File: src/rtl/mem_arb_pkg.sv
// Shared types for the unified-memory arbiter: FSM states, requester identity
// and the reset value of the round-robin pointer.
package mem_arb_pkg;

    typedef enum logic [1:0] {
        IDLE = 2'd0,
        REQ  = 2'd1,
        WAIT = 2'd2
    } arb_state_t;

    typedef enum logic {
        OWN_IF = 1'b0,
        OWN_DM = 1'b1
    } owner_t;

    // Fetch wins the very first tie after reset.
    localparam owner_t RESET_LAST_GRANT = OWN_DM;

endpackage

File: src/rtl/mem_arb_rr.sv
// Two-input round-robin pick: a lone requester wins, on a tie the one that
// was not granted last wins. Purely combinational.
module mem_arb_rr
    import mem_arb_pkg::*;
(
    input  logic       if_valid,
    input  logic       dm_valid,
    input  logic       last_grant,
    output logic [1:0] grant
);

    // grant[0] selects fetch, grant[1] selects load/store.
    always_comb begin
        grant = 2'b00;
        if (if_valid && dm_valid) begin
            grant = (last_grant == OWN_DM) ? 2'b01 : 2'b10;
        end else if (if_valid) begin
            grant = 2'b01;
        end else if (dm_valid) begin
            grant = 2'b10;
        end
    end

endmodule

File: src/rtl/mem_arbiter.sv
// Shares one memory port between instruction fetch and load/store with
// round-robin arbitration, one outstanding transaction and a response watchdog.
module mem_arbiter
    import mem_arb_pkg::*;
#(
    parameter int ADDR_W  = 32,
    parameter int DATA_W  = 32,
    parameter int TIMEOUT = 255
) (
    input  logic                clk,
    input  logic                reset,

    input  logic                if_req_valid,
    input  logic [ADDR_W-1:0]   if_addr,
    output logic                if_req_ready,
    output logic                if_rsp_valid,
    output logic [DATA_W-1:0]   if_rdata,
    output logic                if_err,

    input  logic                dm_req_valid,
    input  logic                dm_we,
    input  logic [ADDR_W-1:0]   dm_addr,
    input  logic [DATA_W-1:0]   dm_wdata,
    input  logic [DATA_W/8-1:0] dm_wstrb,
    output logic                dm_req_ready,
    output logic                dm_rsp_valid,
    output logic [DATA_W-1:0]   dm_rdata,
    output logic                dm_err,

    output logic                mem_req_valid,
    input  logic                mem_req_ready,
    output logic                mem_we,
    output logic [ADDR_W-1:0]   mem_addr,
    output logic [DATA_W-1:0]   mem_wdata,
    output logic [DATA_W/8-1:0] mem_wstrb,
    input  logic                mem_rsp_valid,
    input  logic [DATA_W-1:0]   mem_rdata
);

    localparam int CNT_W = $clog2(TIMEOUT + 1);

    arb_state_t          state;
    owner_t              owner;
    owner_t              last_grant;
    logic                lat_we;
    logic [ADDR_W-1:0]   lat_addr;
    logic [DATA_W-1:0]   lat_wdata;
    logic [DATA_W/8-1:0] lat_wstrb;
    logic [CNT_W-1:0]    wd_cnt;

    logic [1:0] grant;
    logic       in_idle;
    logic       in_wait;
    logic       wd_fire;
    logic       rsp_any;
    logic       rsp_data;

    mem_arb_rr u_rr (
        .if_valid   (if_req_valid),
        .dm_valid   (dm_req_valid),
        .last_grant (last_grant),
        .grant      (grant)
    );

    always_ff @(posedge clk) begin
        if (reset) begin
            state      <= IDLE;
            owner      <= OWN_IF;
            last_grant <= RESET_LAST_GRANT;
            lat_we     <= 1'b0;
            lat_addr   <= '0;
            lat_wdata  <= '0;
            lat_wstrb  <= '0;
            wd_cnt     <= '0;
        end else begin
            case (state)
                IDLE: begin
                    if (grant[0]) begin
                        lat_we     <= 1'b0;
                        lat_addr   <= if_addr;
                        lat_wdata  <= '0;
                        lat_wstrb  <= '0;
                        owner      <= OWN_IF;
                        last_grant <= OWN_IF;
                        state      <= REQ;
                    end else if (grant[1]) begin
                        lat_we     <= dm_we;
                        lat_addr   <= dm_addr;
                        lat_wdata  <= dm_wdata;
                        lat_wstrb  <= dm_wstrb;
                        owner      <= OWN_DM;
                        last_grant <= OWN_DM;
                        state      <= REQ;
                    end
                end
                REQ: begin
                    if (mem_req_ready) begin
                        wd_cnt <= '0;
                        state  <= WAIT;
                    end
                end
                WAIT: begin
                    if (mem_rsp_valid || wd_fire) begin
                        state <= IDLE;
                    end else begin
                        wd_cnt <= wd_cnt + 1'b1;
                    end
                end
                default: state <= IDLE;
            endcase
        end
    end

    assign in_idle = (state == IDLE);
    assign in_wait = (state == WAIT);

    // The counter holds the number of silent WAIT cycles already seen, so the
    // watchdog fires on the TIMEOUT-th silent cycle; a real response wins a tie.
    assign wd_fire  = in_wait && !mem_rsp_valid && (wd_cnt == CNT_W'(TIMEOUT - 1));
    assign rsp_data = in_wait && mem_rsp_valid;
    assign rsp_any  = rsp_data || wd_fire;

    assign if_req_ready = in_idle && grant[0];
    assign dm_req_ready = in_idle && grant[1];

    assign mem_req_valid = (state == REQ);
    assign mem_we        = lat_we;
    assign mem_addr      = lat_addr;
    assign mem_wdata     = lat_wdata;
    assign mem_wstrb     = lat_wstrb;

    assign if_rsp_valid = rsp_any && (owner == OWN_IF);
    assign if_err       = wd_fire && (owner == OWN_IF);
    assign if_rdata     = (rsp_data && (owner == OWN_IF)) ? mem_rdata : '0;

    assign dm_rsp_valid = rsp_any && (owner == OWN_DM);
    assign dm_err       = wd_fire && (owner == OWN_DM);
    assign dm_rdata     = (rsp_data && (owner == OWN_DM)) ? mem_rdata : '0;

endmodule

File: config.mk
export PLATFORM = sky130hd
export DESIGN_NAME = mem_arbiter
export DESIGN_NICKNAME = d
export VERILOG_FILES = /design/src/rtl/mem_arb_pkg.sv /design/src/rtl/mem_arb_rr.sv /design/src/rtl/mem_arbiter.sv
export SDC_FILE = /design/constraint.sdc
export NUM_CORES = 1
export LEC_CHECK = 0
export BUFFER_PORTS_ARGS = -buffer_cell sky130_fd_sc_hd__buf_2
export CAP_MARGIN = 20
export CORE_AREA = 4 4 107 109
export CTS_BUF_LIST = sky130_fd_sc_hd__clkbuf_2 sky130_fd_sc_hd__clkbuf_4 sky130_fd_sc_hd__clkbuf_8
export CTS_CLUSTER_SIZE = 30
export DETAILED_ROUTE_END_ITERATION = 7
export DIE_AREA = 0 0 111 113
export GPL_TIMING_DRIVEN = 0
export PLACE_DENSITY_LB_ADDON = 0.12
export SYNTH_ARGS = -nofsm -noshare
export SYNTH_HDL_FRONTEND = slang
export SYNTH_HIERARCHICAL = 1
export SYNTH_SLANG_ARGS = --single-unit
File: constraint.sdc
create_clock -name clk -period 3.6 [get_ports clk]
set_input_delay 0.54 -clock clk [delete_from_list [all_inputs] [get_ports clk]]
set_output_delay 0.54 -clock clk [all_outputs]
set_load 0.01 [all_outputs]
==> After elaboration in Yosys (flattened, before gate mapping) <==
Index checks and enable logic that the tools add are counted.
{ "op_classes": {"muxes": 24, "add_sub_neg": 1, "n_reduce_logical": 21, "eq_ne": 7, "bitwise": 1} }
{ "op_table": {"columns": ["operator", "n"], "rows": [
  ["$mux 32", 6],
  ["$mux 2", 8],
  ["$mux 8", 2],
  ["$pmux 8 s2", 1],
  ["$logic_and 1x1->1", 12],
  ["$add 8x1->8 const B", 1],
  ["$eq 8x8->1 const B", 1],
  ["$mux 4", 2],
  ["$pmux 2 s3", 1],
  ["$reduce_and 3->1", 2],
  ["$mux 1", 4],
  ["$ne 2x1->1 const B", 2],
  ["$reduce_bool 2->1", 2],
  ["$ne 3x3->1 const B", 1],
  ["$eq 2x1->1 const B", 1],
  ["$eq 2x2->1 const B", 1],
  ["$logic_not 2->1", 1],
  ["$logic_or 1x1->1", 2],
  ["$ne 2x2->1 const B", 1],
  ["$reduce_and 2->1", 1],
  ["$logic_not 1->1", 1],
  ["$not 1->1", 1]
]} }
{ "word_totals": {"elab_cells": 62, "ff_bits": 81, "output_inout_bits": 140} }

==> Depth between registers and ports, before layout <==
{ "logic_depth": {"word_depth": 6, "ltp_mapped": 8, "ltp_nobuf": 5} }

==> Modules after synthesis <==
Netlist, hierarchy kept.
{ "by_module_without_submodules": {"columns": ["mod", "cells_per_inst", "instances", "area_each_um2", "seq_area_each_um2"], "rows": [
  ["mem_arbiter", 466, 1, 3916.3, 1621.6],
  ["mem_arb_rr", 3, 1, 18.8, 0.0]
]} }

==> Worst setup path after synthesis <==
Ideal clock, no wire load.
{ "synth_timing": {"path_type": "input-to-output", "from": "input if_req_valid", "to": "output if_req_ready", "stages": 4, "arrival_ns": 1.344, "t_required_ns": 3.060, "setup_slack_ns": 1.716, "path_buffers": 2, "cell_sequence": "a21boi_1 > buf_2 > buf_2 > and2_1"} }
{ "synth_via": {"elab_chain_cells": 3, "elab_cells_between_ends": 4, "classes_between": "mux (2); reduce/logical (2)"} }
{ "synth_rtl": {"columns": ["element", "line", "source"], "rows": [
  ["from (decl)", "mem_arbiter.sv:13", "input logic if_req_valid,"],
  ["$mux 2 or $logic_and 1x1->1 (tied branches)", "mem_arb_rr.sv:17, mem_arb_rr.sv:15", null],
  ["$mux 2 (*)", "mem_arb_rr.sv:15", "if (if_valid && dm_valid) begin"],
  ["$logic_and 1x1->1 (*)", "mem_arbiter.sv:123", "assign if_req_ready = in_idle && grant[0];"],
  ["to (decl)", "mem_arbiter.sv:15", "output logic if_req_ready,"]
]} }
Every way passes the cells marked *; elsewhere a longest branch is shown, timed or not.

==> Worst setup path after layout <==
{ "layout_timing": {"from": "register state[1]", "to": "output if_rdata[26]"} }
{ "layout_via": {"elab_chain_cells": 4} }
{ "layout_rtl": {"columns": ["element", "line", "source"], "rows": [
  ["from (decl)", "mem_arbiter.sv:42", "arb_state_t state;"],
  ["from (signal assigned)", "mem_arbiter.sv:67", "state <= IDLE;"],
  ["from (signal assigned)", "mem_arbiter.sv:85", "state <= REQ;"],
  ["from (signal assigned)", "mem_arbiter.sv:93", "state <= REQ;"],
  ["$eq 2x2->1", "mem_arbiter.sv:115", "assign in_wait = (state == WAIT);"],
  ["$logic_and 1x1->1", "mem_arbiter.sv:120", "assign rsp_data = in_wait && mem_rsp_valid;"],
  ["$logic_and 1x1->1", "mem_arbiter.sv:134", "assign if_rdata = (rsp_data && (owner == OWN_IF)) ? mem_rdata : '0;"],
  ["$mux 32", "mem_arbiter.sv:134", null],
  ["to (decl)", "mem_arbiter.sv:17", "output logic [DATA_W-1:0] if_rdata,"]
]} }
Every way passes these cells.

==> impl_metrics.ini <==
[routing]
final_antenna_net_count = 0
vias_per_cell = 4.93
drt-pass1-iter-count = 4
drc_errors = 0
wl_mm = 13.7
drt_iter0_markers = 209
vias = 4454
wl_per_cell_um = 15.1

[critical_path]
crit_path_end_kind = output port
reg2reg_from = last_grant
critPathRequiredTime_ns = 3.06
cp_max_fo = 10
start_kind = register
path_class = register to output port
cp.arrival_ns = 1.97
reg2reg_setup_slack_ns = 1.55
crit_start = state[1]

[yosys]
synth_xor_area_frac = 0
post_synth.cell_area_avg_um2 = 8.39
yosysWarnings = 6
yosysSeqAreaShare = 0.412
ys_async_sr_fraction = 0
yosys_register_bits = 81
synthFlopType = dfxtp_1
ys_types = 38
synth_simple_gate_area_share = 0.205
syn_inst = 469
syn_nets = 610
synth_fa_ha_area_frac = 0.00636
synthMuxAreaShare = 0.0916
synth_area_um2 = 3940
synth-edff-count = 0
synth-compound-area-share = 0.234
synth_top_family_by_area = compound AO/OA/AOI/OAI gates

[place]
dpl-instance-area_um2 = 5500
finalWeightedCongestion = 0.972
pre_cts_ws_ns = 1.23
dp_hpwl_mm = 11.0
io_buffer_count = 278

[clock_network]
cts-root-buf = clkbuf_8
clk_latency_ns = 0.35
clkTransAtPathRegs_ns = 0.08
cts_sinks = 81
cts_buffer_depth = 2
htreeDepth = 3
hold_buffers = 0
cts_tree = built
post-cts-setup-buffer-count = 0
cts_inserted_buffers = 9
cts_resized = 0

[grt]
gr-total-overflow = 0
grt_max_degree = 15
grt_pass1_wl_mm = 21.5
grt_pass1_vias = 4338
grt_antenna_before_repair = 1
grt_use_total = 0.210

[sta]
finalCritPeriodShare = 0.696
setup_ws_ns = 1.09
fin_crit_ns = 2.51
finalSetupViolCount = 0
rsz0062_at_grt = false
timing.fmax_mhz = 399
relSlewSlack = 0.517
finalHoldViolCount = 0
worstMarginPinSlew_ns = 0.718
drv_slew = 0
clock_skew_ns = 0.00817
tns_ns = 0

[outcome]
status = finished clean

[min_path]
holdCritStartpoint = dm_wdata[22]
hp-class = primary input to register

[floorplanning]
core_um2 = 10600
die_w_um = 111
io_pins = 279
rows = 38
initial_core_util = 0.371
die_h_um = 113
die_area_um2 = 12500

[power]
ir_drop_uv = 214
p_leak_nw = 2.90
p_per_area_nw_per_um2 = 396

[final_layout]
final_cell_area_um2 = 5730
finalNetCount = 899
area_growth_pct = 45.5
layout-drive-gt1-share = 0.417

[flow_run]
drv_cap = 0
==> flip-flops by register name (all words and copies together), names as in the netlist <==
register	flops
mem_addr	32
mem_wdata	32
last_grant	1
mem_wstrb	4
state	2
wd_cnt	8
owner	1
mem_we	1
==> synth_stat cells, types with 2 or more instances <==
library cell	number	area, um2
inv_1	4	15.0
buf_2	19	95.1
nor2_1	5	18.8
nand3_1	10	50.1
dfxtp_1	81	1620
o211a_1	2	20.0
a21oi_1	73	365
o21ai_0	32	160
clkbuf_1	23	86.3
mux2i_1	36	360
and2_1	66	413
ha_1	2	25.0
nor2b_1	2	12.5
nand3b_1	4	30.0
and3_1	4	25.0
a31oi_1	2	12.5
a211oi_1	38	285
o21ai_1	6	30.0
nand2_1	41	154
==> layout by cell type (no fill, tap or decap), types with 5 or more instances in the layout <==
master,instances
nand2_1,41
and2_1,66
clkbuf_8,9
clkbuf_1,23
buf_2,297
nand3_1,10
mux2i_1,36
o21ai_1,6
a211oi_1,38
o21ai_0,32
dfxtp_1,81
nor2_1,5
a21oi_1,73
==> path summary, 6_finish.rpt <==
check,endpoint,cells past startpoint
max,if_rdata[26],5
min,mem_wdata[22],3
max reg2reg,mem_addr[29],6
min reg2reg,mem_wdata[16],2
==> metal layers <==
metal / GRT usage / part of all wire
met1: 0.223 / 0.38
met2: 0.386 / 0.51
met3: 0.0663 / 0.079
met4: 0.0829 / 0.027
met5: 0 / 0
==> metrics by stage <==
stage	hold WS, ns	util	total power, mW	instances
after floorplan	0.449	-	1.32	469
after global placement	0.458	0.519	1.54	887
after detailed placement	0.464	0.519	1.55	887
after CTS	0.393	0.540	2.29	903
after global routing	0.397	0.540	2.39	904
final	0.419	0.540	2.27	904
==> cell families (layout without fill, tap and decap cells) <==
kind of cell	Yosys count	after routing
and+or+nand+nor	144	144
AOI/OAI and AO/OA	159	159
DFF	81	81
other	0	1
buffers and inverters	47	341
muxes	36	36
adders and majority gates	2	2
==> final cells by class <==
class | count | area, um2
Antenna cell | 1 | 2.50
Buffer | 42 | 181
Clock buffer | 10 | 131
Clock inverter | 6 | 90.1
Fill cell | 1037 | 4880
Inverter | 5 | 18.8
Multi-Input combinational cell | 341 | 2110
Sequential cell | 81 | 1620
Tap cell | 140 | 175
Timing Repair Buffer | 278 | 1390
==> worst max-delay path, cell delays in order, from the launching register on <==
cell	delay (ns)
dfxtp_1	0.51
nor2b_1	0.20
and3b_1	0.28
clkbuf_1	0.31
and2_1	0.19
buf_2	0.13
==> where the power goes <==
part | switching (mW) | internal, mW | total, mW
Combinational | 0.298 | 0.222 | 0.520
Clock | 0.336 | 0.401 | 0.737
Sequential | 0.0397 | 0.971 | 1.01
Total | 0.674 | 1.59 | 2.27
Note: power is estimated with default switching activity, not from simulation.
